`src/rtl/uart_tx.sv`:
```
// 8-bit UART transmitter: start bit, 8 data bits LSB first, optional even
// parity, one stop bit; bit timing from an internal per-bit clock counter.
module uart_tx #(
   parameter int CLKS_PER_BIT = 5208,
   parameter int PARITY_EN    = 0
) (
   input  logic       clock_IN,
   input  logic       reset_IN,
   input  logic [7:0] data_IN,
   input  logic       valid_IN,
   output logic       ready_OUT,
   output logic       tx_OUT,
   output logic       busy_OUT
);

   localparam int BW = (CLKS_PER_BIT > 1) ? $clog2(CLKS_PER_BIT) : 1;
   localparam logic [BW-1:0] BAUD_MAX = BW'(CLKS_PER_BIT - 1);

   typedef enum logic [2:0] {
      IDLE,
      START,
      DATA,
      PARITY,
      STOP
   } state_t;

   state_t        state, state_nx;
   logic [BW-1:0] baud, baud_nx;
   logic [2:0]    bit_idx, bit_nx;
   logic [7:0]    shreg, shreg_nx;
   logic          tx_nx, ready_nx, busy_nx;
   logic          last;
   logic [2:0]    bit_inc;

   assign last    = (baud == BAUD_MAX);
   assign bit_inc = bit_idx + 3'd1;

   always_ff @(posedge clock_IN) begin
      if (reset_IN) begin
         state     <= IDLE;
         baud      <= '0;
         bit_idx   <= '0;
         shreg     <= '0;
         tx_OUT    <= 1'b1;
         ready_OUT <= 1'b1;
         busy_OUT  <= 1'b0;
      end else begin
         state     <= state_nx;
         baud      <= baud_nx;
         bit_idx   <= bit_nx;
         shreg     <= shreg_nx;
         tx_OUT    <= tx_nx;
         ready_OUT <= ready_nx;
         busy_OUT  <= busy_nx;
      end
   end

   always_comb begin
      state_nx = state;
      baud_nx  = baud;
      bit_nx   = bit_idx;
      shreg_nx = shreg;
      tx_nx    = tx_OUT;
      ready_nx = ready_OUT;
      busy_nx  = busy_OUT;
      if (state != IDLE) begin
         baud_nx = last ? '0 : baud + 1'b1;
      end
      unique case (state)
         IDLE: begin
            baud_nx = '0;
            if (valid_IN && ready_OUT) begin
               state_nx = START;
               shreg_nx = data_IN;
               tx_nx    = 1'b0;
               ready_nx = 1'b0;
               busy_nx  = 1'b1;
            end
         end
         START: begin
            if (last) begin
               state_nx = DATA;
               bit_nx   = 3'd0;
               tx_nx    = shreg[0];
            end
         end
         DATA: begin
            if (last) begin
               if (bit_idx == 3'd7) begin
                  // Even parity bit makes the total count of ones even
                  if (PARITY_EN != 0) begin
                     state_nx = PARITY;
                     tx_nx    = ^shreg;
                  end else begin
                     state_nx = STOP;
                     tx_nx    = 1'b1;
                  end
               end else begin
                  bit_nx = bit_inc;
                  tx_nx  = shreg[bit_inc];
               end
            end
         end
         PARITY: begin
            if (last) begin
               state_nx = STOP;
               tx_nx    = 1'b1;
            end
         end
         STOP: begin
            if (last) begin
               state_nx = IDLE;
               tx_nx    = 1'b1;
               ready_nx = 1'b1;
               busy_nx  = 1'b0;
            end
         end
         default: begin
            state_nx = IDLE;
            tx_nx    = 1'b1;
            ready_nx = 1'b1;
            busy_nx  = 1'b0;
         end
      endcase
   end

endmodule

```
`config.mk`:
```
export PLATFORM = sky130hd
export DESIGN_NAME = uart_tx
export DESIGN_NICKNAME = d
export VERILOG_FILES = /design/src/rtl/uart_tx.sv
export SDC_FILE = /design/constraint.sdc
export NUM_CORES = 1
export LEC_CHECK = 0
export BUFFER_PORTS_ARGS = -buffer_cell sky130_fd_sc_hd__buf_2
export CAP_MARGIN = 10
export CORE_MARGIN = 3
export CORE_UTILIZATION = 57
export DETAILED_ROUTE_END_ITERATION = 8
export PLACE_DENSITY_LB_ADDON = 0.2
export SLEW_MARGIN = 20
export SYNTH_ARGS = -nofsm -noshare
export SYNTH_HDL_FRONTEND = slang
export SYNTH_SLANG_ARGS = --single-unit
```
`constraint.sdc`:
```
create_clock -name clock_IN -period 2.2 [get_ports clock_IN]
set_input_delay 0.11 -clock clock_IN [delete_from_list [all_inputs] [get_ports clock_IN]]
set_output_delay 0.11 -clock clock_IN [all_outputs]
set_load 0.05 [all_outputs]
```
==> results of run 1 <==
[power groups by stage]
stage / Clock (uW) / Sequential, uW / Combinational [uW]
after global placement: 0 / 599 / 129
after global routing: 355 / 590 / 150
after detailed placement: 0 / 599 / 132
final: 325 / 586 / 135
after floorplan: 0 / 613 / 89.2
after CTS: 328 / 586 / 133
[sequential cells by signal, indices dropped and copies added, names as in the netlist]
name       count
ready_OUT      1
busy_OUT       1
baud          13
shreg          8
bit_idx        3
state          3
tx_OUT         1
[layout by cell type (no fill, tap or decap), types with 2 or more instances in the layout]
cell type	synthesis	layout
and3_1	3	3
xor2_1	6	6
nand2b_1	2	2
nor2_1	16	16
nand4_1	3	3
xnor2_1	3	3
buf_2	0	13
ha_1	3	3
and4bb_2	3	3
or3_1	4	4
dlygate4sd3_1	0	2
nand3_1	6	6
clkbuf_4	0	5
mux2i_1	5	5
nor3_1	4	4
dfxtp_1	30	30
nand2_1	27	27
nor2b_1	2	2
o21ai_0	4	4
a21oi_1	16	16
[critical path, stage by stage (launching register included)]
cell and delay, ns:
dfxtp_1 0.35, ha_1 0.21, ha_1 0.38, mux2i_1 0.15, mux4_2 0.47, nand2_1 0.08, nand2_1 0.05, a22oi_1 0.16
[cell families after synthesis]
logic type	share of synthesized area [%]
DFF	42.90
AOI/OAI and AO/OA	10.46
buffers and inverters	3.306
muxes	5.183
adders and majority gates	2.681
xor gates and xnor gates	5.630
and+or+nand+nor	29.85
[layout make-up]
cell class              instances  area [um2]
multi-input cells             122       753.2
well taps                      28       35.03
clock buffers                   6       51.30
fillers                       191       750.7
repair buffers                 15       85.08
flip-flops and latches         30       600.6
[metrics by stage]
stage               hold WS [ns]  setup slack [ns]  power, uW
global placement          0.3505            0.3574      727.4
detailed placement        0.3566            0.2805      731.4
global route            0.008510            0.1581       1095
floorplan                 0.2446            0.3017      702.4
finish                  0.006261            0.2713       1046
CTS                     0.001190            0.2604       1047
[worst paths after layout]
path / depth (start not counted) / slack (ns) / to / from
min reg2reg: 2 / 0.46 / shreg[7]$_SDFFE_PP0P_ / shreg[7]$_SDFFE_PP0P_
max reg2reg: 7 / 0.27 / tx_OUT$_SDFFE_PP1P_ / bit_idx[0]$_SDFFE_PP0P_
max: 7 / 0.27 / tx_OUT$_SDFFE_PP1P_ / bit_idx[0]$_SDFFE_PP0P_
min: 3 / 0.006 / shreg[3]$_SDFFE_PP0P_ / data_IN[3]
[what timing repair did]
action                                 4_1_cts  5_1_grt
endpoints found under the hold margin        0        2
hold buffers                                 0        2
buffers inserted                             0        0
[synth_stat cells, drive strengths merged]
cell type	count
dlygate4sd1	1
nor2b	2
clkbuf	3
a22oi	1
or4b	1
a2111oi	1
dfxtp	30
nand2	27
nand2b	2
or3	5
o21ai	4
buf	3
and3	4
nor3	5
mux4	1
o21a	1
xor2	6
mux2i	5
a31oi	1
xnor2	3
or2	1
a41oi	1
and4	1
ha	3
and2	1
a21oi	16
nand3	7
nand4	3
nand3b	1
nor2	16
and4bb	3
[layer usage]
layer  track usage (%)  wire length, um  up-vias
met2             26.52             1135       20
met1             24.31             1301      494
met4             10.42               61        0
li1                  -                -      587
met3             4.907               90        7
met5                 0                0        -
==> run_results.csv, run 1 <==
group,metric,value,unit
critical_path,timing_worst_setup_path_type,"reg2reg",
timing,skew,0.008999,ns
clock_tree,cts.root.buffer_cell,"clkbuf_4",
logic_synthesis,yosysWarningCount,0,
detailed_routing,dr.first_iter.drc_count,20,
grt,grt_start_max_net_pins,20,
critical_path,crit_path_start_kind,"flip-flop",
grt,grt_overflow,0,
finish,post-route-cell-area,1525,um2
power_and_ir_drop,comb_power_share,12.9,%
detailed_routing,antenna_violating_nets_post_route,0,
floorplan,std_cell_rows,17,
timing,time_the_final_worst_path_needs_with_i_o_delays_and_setup,1.929,ns
critical_path,arrival,2.19,ns
placement,detailed_place_hpwl,1850,um
worst_hold_path,min_path_type,"in2reg",
timing,worst_pin_slew,0.3985,ns
power_and_ir_drop,total_switching_power,286.9,uW
clock_tree,clk-insertion-delay-late,0.34,ns
grt,grt_pass1_wl,4450,um
power_and_ir_drop,p_per_area,686.0,nW/um2
run,cap_violations,0,
timing,clock.fmax,0.5185,GHz
timing,relSlewSlack,73.37,%
grt,number_of_antenna_violations_at_the_first_check_in_global_routing,0,
detailed_routing,route.final.wire_length,2589,um
power_and_ir_drop,power.switching_fraction,27.42,%
floorplan,boundaryPins,14,
logic_synthesis,yosys_reg_bits,30,
critical_path,worst_setup_path_end_kind,"flip-flop",
critical_path,critical_path.max_fanout,5,
power_and_ir_drop,vdd_drop_max,0.0005578,V
clock_tree,post_cts_resized,0,
timing,final.period_utilization,87.67,%
detailed_routing,avgRoutedWirePerCell,12.88,um
floorplan,die_area,3087,um2
timing,setup_viol,0,
timing,grt_setup_unrepaired,"no",
finish,nNetsFinal,188,
logic_synthesis,synth_top_cell_by_area,"dfxtp_1",
power_and_ir_drop,relative_contribution_of_the_clock_network_to_total_power,31.1,%
logic_synthesis,synth_cell_type_count,36,
clock_tree,clk_pin_slew,0.08,ns
logic_synthesis,synthesis.nets,173,
placement,post_dp_cell_area,1454,um2
logic_synthesis,yosysSeqAreaShare,42.90,%
clock_tree,htreeDepth,2,
floorplan,design.core.area,2276,um2
logic_synthesis,post_synth.cell_area_avg,8.806,um2
detailed_routing,vias_per_cell,5.512,
placement,dp_cells,193,
grt,grt_use_total,18.30,%
critical_path,timing.critical_path.required,2.46,ns
clock_tree,tritoncts_clock_tree,"built",
logic_synthesis,post_synth_instance_area,1400,um2
outcome,status,"complete, no violations",
grt,via_count_of_the_first_global_routing_pass,1007,
power_and_ir_drop,sequential_share_of_power,56.0,%
detailed_routing,iteration_count_of_the_initial_detailed_routing_pass,4,
clock_tree,cts.path.max_buffers,2,
logic_synthesis,post-synth-top-area-fraction,42.90,%
clock_tree,cts_buffers,5,
clock_tree,cts.sink_count,30,
timing,report.final.slew_viol_count,0,
detailed_routing,route.vias.total,1108,
placement,port_buffers,13,
power_and_ir_drop,static-leakage-power,0.0005455,uW
floorplan,floorplan.die.width,55.56,um
floorplan,die_y,55.56,um
power_and_ir_drop,internal-power,759.4,uW
detailed_routing,remaining_drcs,0,
finish,insertedDiodeCount,0,
finish,postLayoutCoreUtil,67.01,%
timing,setup_total_negative_slack,0,ns
finish,final_layout_size_suffix_gt1_share,16.18,%
placement,gpl.final_weighted_congestion,0.7242,
finish,final-instance-count-excl-fill,201,
finish,layout-area-overhead-vs-synth,8.936,%
logic_synthesis,syn-instance-count,159,
floorplan,starting_density,61.52,%
timing,final_hold_viol_count,0,
logic_synthesis,yosys-top-cells-area,"dfxtp_1 43%, nand2_1 7.2%, a21oi_1 5.7%",
No activity file was read; power rests on OpenSTA's default activity.
==> inputs of run 2 (changes only) <==
- CORE_UTILIZATION: 57 -> 51
- clock period: 2.2 -> 1.64 ns (I/O delays scaled with it)
==> run 2 against run 1 <==
The run now ends with setup timing left. Critical endpoint is now state[1]$_SDFFE_PP0P_. Largest power group unchanged. Critical path depth fell by 1. First-iteration DRC count rose by 45%. Global-route usage rose by 2.5 points.
==> run_results.csv, run 2 (same netlist as run 1, synthesis figures left out) <==
group,metric,value,unit
outcome,status,"complete, but fails checks",
outcome,violations,"setup timing",
timing,setup_total_negative_slack,-0.3247,ns
detailed_routing,route.final.wire_length,2953,um
detailed_routing,iteration_count_of_the_initial_detailed_routing_pass,4,
clock_tree,cts_buffers,5,
power_and_ir_drop,static-leakage-power,0.0006688,uW
detailed_routing,antenna_violating_nets_post_route,0,
floorplan,die_area,3410,um2
timing,skew,0.009253,ns
finish,layout.cells.most_common,"nand2_1",
worst_hold_path,min_path_type,"in2reg",
grt,via_count_of_the_first_global_routing_pass,1219,
critical_path,timing.critical_path.required,1.90,ns
clock_tree,cts.path.max_buffers,2,
floorplan,starting_density,55.01,%
finish,layout-area-overhead-vs-synth,29.49,%
critical_path,worst_setup_path_end_kind,"flip-flop",
timing,setup_ws,-0.1516,ns
timing,grt_setup_unrepaired,"yes",
critical_path,arrival,2.05,ns
floorplan,boundaryPins,14,
timing,time_the_final_worst_path_needs_with_i_o_delays_and_setup,1.792,ns
placement,port_buffers,13,
placement,detailed_place_hpwl,2064,um
finish,insertedDiodeCount,0,
timing,clock.fmax,0.5582,GHz
timing,report.final.slew_viol_count,0,
power_and_ir_drop,vdd_drop_max,0.0007357,V
detailed_routing,vias_per_cell,5.424,
finish,biggest_register,"baud",
detailed_routing,avgRoutedWirePerCell,12.78,um
finish,nNetsFinal,215,
floorplan,std_cell_rows,18,
grt,grt_overflow,0,
detailed_routing,dr.first_iter.drc_count,29,
clock_tree,clk_pin_slew,0.09,ns
clock_tree,htreeDepth,2,
placement,gpl.final_weighted_congestion,0.7856,
clock_tree,tritoncts_clock_tree,"built",
critical_path,critical_path.reg2reg.startpoint,"baud[0]$_SDFFE_PP0N_",
detailed_routing,remaining_drcs,0,
finish,layout.area.seq,605.6,um2
timing,worst_pin_slew,0.4134,ns
critical_path,timing_worst_setup_path_type,"reg2reg",
critical_path,critical_path.max_fanout,5,
grt,grt_start_max_net_pins,20,
worst_hold_path,worstHoldStart,"valid_IN",
finish,final_cell_mix,"27 x nand2_1, 26 x dfxtp_1, 21 x buf_4",
timing,final.period_utilization,109.2,%
timing,setup_viol,3,
floorplan,design.core.area,2545,um2
finish,multi_input_comb_area,822.0,um2
grt,grt_pass1_wl,5278,um
finish,largest_registers,"baud x13, shreg x8",
finish,final_layout_size_suffix_gt1_share,30.35,%
finish,fillers,211,
clock_tree,clk-insertion-delay-late,0.33,ns
grt,number_of_antenna_violations_at_the_first_check_in_global_routing,0,
power_and_ir_drop,p_per_area,791.0,nW/um2
clock_tree,cts.root.buffer_cell,"clkbuf_4",
critical_path,timing.critical_path.from,"baud[0]$_SDFFE_PP0N_",
timing,final_hold_viol_count,0,
clock_tree,cts.sink_count,30,
finish,largest_reg_flops,13,
timing,relSlewSlack,72.37,%
critical_path,crit_path_start_kind,"flip-flop",
detailed_routing,route.vias.total,1253,
floorplan,die_y,58.40,um
grt,grt_use_total,20.76,%
run,cap_violations,0,
timing,hold-worst-slack,0.08721,ns
floorplan,floorplan.die.width,58.40,um
## run 2: timing repair
action / in CTS / in global routing
hold buffers: 8 / 0
buffers inserted: 2 / 1
resized for setup: 4 / 2
pin swaps: 7 / 0
endpoints found under the hold margin: 8 / 0
endpoints found under the setup margin: 3 / 8
gates cloned: 0 / 0
## run 2: power breakdown
group	total [uW]	switching [uW]	leakage [uW]	internal, uW
clock	406	245	0.0000254	161
combinational	246	135	0.000398	111
sequential	781	22.1	0.000246	759
## run 2: metal layers
metal	up-vias	track usage (%)	share of wire, %
met5	-	0	0
met4	0	13.91	2.8
met3	8	4.825	3.1
met2	17	36.04	51
met1	587	22.21	43
li1	641	-	-
## run 2: worst max-delay path: stages (launching register included)
cell and delay, ns:
dfxtp_2 0.36, ha_4 0.13, and4bb_2 0.27, a41oi_2 0.11
o21a_4 0.24, or4b_1 0.49, a21oi_1 0.12
## run 2: path summary, 6_finish.rpt
| kind | end | slack [ns] | cells after the start |
|---|---|---|---|
| worst max-delay path | state[1]$_SDFFE_PP0P_ | -0.15 | 6 |
| worst min-delay path | ready_OUT$_SDFFE_PP1P_ | 0.09 | 4 |
| worst min register to register | shreg[5]$_SDFFE_PP0P_ | 0.46 | 2 |
| worst max register to register | state[1]$_SDFFE_PP0P_ | -0.15 | 6 |
## run 2: per-stage QoR
step	util [%]	total power [uW]	instances	setup slack (ns)	area [um2]
finish	71.24	1434	231	-0.1516	1813
floorplan	-	946.8	159	-0.1101	1465
CTS	70.75	1441	230	-0.1585	1800
detailed placement	64.70	1015	213	-0.1416	1647
global placement	64.70	1007	213	-0.1016	1647
global route	71.24	1508	231	-0.2191	1813
## run 2: area by class of cell
| type | instances | share of cell area (%) |
|---|---|---|
| Multi-Input combinational cell | 122 | 45.34 |
| Tap cell | 30 | 2.070 |
| Clock buffer | 7 | 2.484 |
| Timing Repair Buffer | 42 | 16.70 |
| Sequential cell | 30 | 33.40 |
==> inputs of run 3 (changes only) <==
- SETUP_SLACK_MARGIN: unset -> 0.4
==> run 3 against run 2 <==
The run still ends with setup timing left. Sequential cell count is the same. Non-clock buffer count grew 9. Critical endpoint unchanged. Largest power group unchanged. Setup slack lost 0.056 ns. Clock skew shrank 0.0011 ns. Design area grew 20%. Worst hold slack lost 0.0083 ns. Via count grew 12%.
==> run_results.csv, run 3 (same netlist as run 1, synthesis figures left out) <==
group,metric,value,unit
finish,fillers,141,
finish,layout.cells.most_common,"buf_4",
clock_tree,clk-insertion-delay-late,0.36,ns
finish,nNetsFinal,226,
power_and_ir_drop,vdd_drop_max,0.0009947,V
power_and_ir_drop,sequential_share_of_power,45.2,%
power_and_ir_drop,p_per_area,798.8,nW/um2
critical_path,rr_worst_depth,6,
floorplan,std_cell_rows,18,
timing,grt_setup_unrepaired,"yes",
detailed_routing,remaining_drcs,0,
outcome,violations,"setup timing",
clock_tree,clk_pin_slew,0.10,ns
power_and_ir_drop,comb_power_share,18.8,%
worst_hold_path,min_path_type,"in2reg",
outcome,status,"complete, but fails checks",
clock_tree,tritoncts_clock_tree,"built",
placement,detailed_place_hpwl,2170,um
timing,report.final.slew_viol_count,0,
floorplan,starting_density,55.01,%
critical_path,timing.critical_path.required,1.93,ns
detailed_routing,vias_per_cell,5.806,
floorplan,design.core.area,2545,um2
grt,grt_overflow,0,
grt,grt_start_max_net_pins,20,
power_and_ir_drop,power.switching_fraction,27.54,%
clock_tree,cts.sink_count,30,
finish,multi_input_comb_area,1054,um2
timing,final.period_utilization,112.7,%
timing,final_hold_viol_count,0,
run,cap_violations,0,
finish,postLayoutCoreUtil,85.59,%
timing,setup_ws,-0.2081,ns
placement,port_buffers,13,
power_and_ir_drop,static-leakage-power,0.0007755,uW
critical_path,timing_worst_setup_path_type,"reg2reg",
detailed_routing,avgRoutedWirePerCell,16.81,um
critical_path,crit_path_end,"state[1]$_SDFFE_PP0P_",
timing,hold-worst-slack,0.07893,ns
timing,time_the_final_worst_path_needs_with_i_o_delays_and_setup,1.848,ns
finish,largest_registers,"baud x13, shreg x8",
critical_path,critical_path.max_stage_delay,0.51,ns
finish,layout-area-overhead-vs-synth,55.59,%
detailed_routing,iteration_count_of_the_initial_detailed_routing_pass,6,
finish,final_layout_size_suffix_gt1_share,51.89,%
detailed_routing,route.final.wire_length,4067,um
grt,number_of_antenna_violations_at_the_first_check_in_global_routing,0,
timing,worst_pin_slew,0.6684,ns
critical_path,reg_to_reg_slack_setup,-0.21,ns
critical_path,critical_path_depth,6,
critical_path,critical_path.reg2reg.startpoint,"baud[1]$_SDFFE_PP0N_",
critical_path,worstPathCellList,"ha_4 -> and4bb_2 -> a41oi_2 -> o21a_4 -> or4b_4 -> a21oi_2",
clock_tree,cts.root.buffer_cell,"clkbuf_4",
power_and_ir_drop,relative_contribution_of_the_clock_network_to_total_power,36.0,%
timing,clock.fmax,0.5411,GHz
timing,relSlewSlack,55.27,%
timing,skew,0.008147,ns
clock_tree,cts.path.max_buffers,2,
detailed_routing,route.vias.total,1405,
finish,biggest_register,"baud",
critical_path,cp_top_family,"simple AND/OR/NAND/NOR gates",
critical_path,timing.critical_path.from,"baud[1]$_SDFFE_PP0N_",
critical_path,crit_path_start_kind,"flip-flop",
power_and_ir_drop,internal-power,1261,uW
clock_tree,htreeDepth,2,
critical_path,rr_endpoint,"state[1]$_SDFFE_PP0P_",
floorplan,die_y,58.40,um
grt,via_count_of_the_first_global_routing_pass,1387,
floorplan,die_area,3410,um2
timing,setup_viol,7,
finish,final_cell_mix,"25 x buf_4, 22 x nand2_1, 21 x dfxtp_1",
grt,grt_pass1_wl,5982,um
finish,layout.area.seq,616.8,um2
finish,insertedDiodeCount,0,
detailed_routing,antenna_violating_nets_post_route,0,
power_and_ir_drop,total_switching_power,479.2,uW
detailed_routing,dr.first_iter.drc_count,86,
grt,grt_use_total,23.64,%
clock_tree,cts_buffers,5,
placement,gpl.final_weighted_congestion,0.7486,
critical_path,arrival,2.14,ns
power_and_ir_drop,total_power,1740,uW
floorplan,boundaryPins,14,
finish,final-instance-count-excl-fill,242,
critical_path,crit_path_top_delay_cell,"or4b_4",
critical_path,worst_setup_path_end_kind,"flip-flop",
critical_path,path_buf_inv,0,
critical_path,critical_path.max_fanout,3,
finish,largest_reg_flops,13,
floorplan,floorplan.die.width,58.40,um
placement,dp_cells,215,
## run 3: changes by cell type in the layout (fill, tap and decap cells not counted), moves of 5 or more
cell     delta
nor2_1     -10
nand2_1     -5
dfxtp_1     -5
buf_6       +5
nor2_4      +8
## run 3: repair_timing
action,4_1_cts,5_1_grt
resized for setup,29,33
pin swaps,26,6
setup buffers,7,3
cloned,0,2
hold buffers,8,0
hold endpoints to repair,8,0
endpoints found under the setup margin,29,30
## run 3: worst min-delay path by stage
stage	startpoint	to	slack, ns	depth (start not counted)
5_1_grt	valid_IN	ready_OUT$_SDFFE_PP1P_	0.10	4
3_5_place_dp	data_IN[5]	shreg[5]$_SDFFE_PP0P_	0.33	3
3_3_place_gp	data_IN[7]	shreg[7]$_SDFFE_PP0P_	0.32	3
2_1_floorplan	data_IN[0]	shreg[0]$_SDFFE_PP0P_	0.22	2
6_report	valid_IN	ready_OUT$_SDFFE_PP1P_	0.08	4
4_1_cts	valid_IN	ready_OUT$_SDFFE_PP1P_	0.05	4
## run 3: stage by stage
stage | worst slack, ns | setup TNS (ns) | cell area [um2]
finish | -0.2081 | -0.8309 | 2178
global route | -0.2580 | -1.521 | 2178
CTS | -0.1818 | -0.5320 | 2019
detailed placement | -0.1953 | -0.2599 | 1695
global placement | -0.1090 | -0.1445 | 1695
floorplan | -0.1100 | -0.2161 | 1510
## run 3: cell type report
cell class              count  share of cell area [%]
repair buffers             51                   17.86
clock buffers               6                   2.355
well taps                  30                   1.723
clock inverters             1                   1.379
multi-input cells         124                   48.36
flip-flops and latches     30                   28.32
## run 3: routing by layer
metal | track usage (%) | wire length, um
met3 | 8.553 | 195
met4 | 9.934 | 151
met1 | 22.99 | 1464
met2 | 44.34 | 2255
met5 | 0 | 0
## run 3: power groups by stage
stage	logic [uW]	clock network [uW]	registers, uW
final	327	626	786
after global routing	349	655	791
after CTS	274	617	785
after detailed placement	215	0	800
after global placement	209	0	799
after floorplan	128	0	825
## run 3: tightest hold or removal path, stage by stage
cell      delay (ns)
buf_2           0.14
nand2_1         0.08
o21ai_2         0.05
nand2b_1        0.06
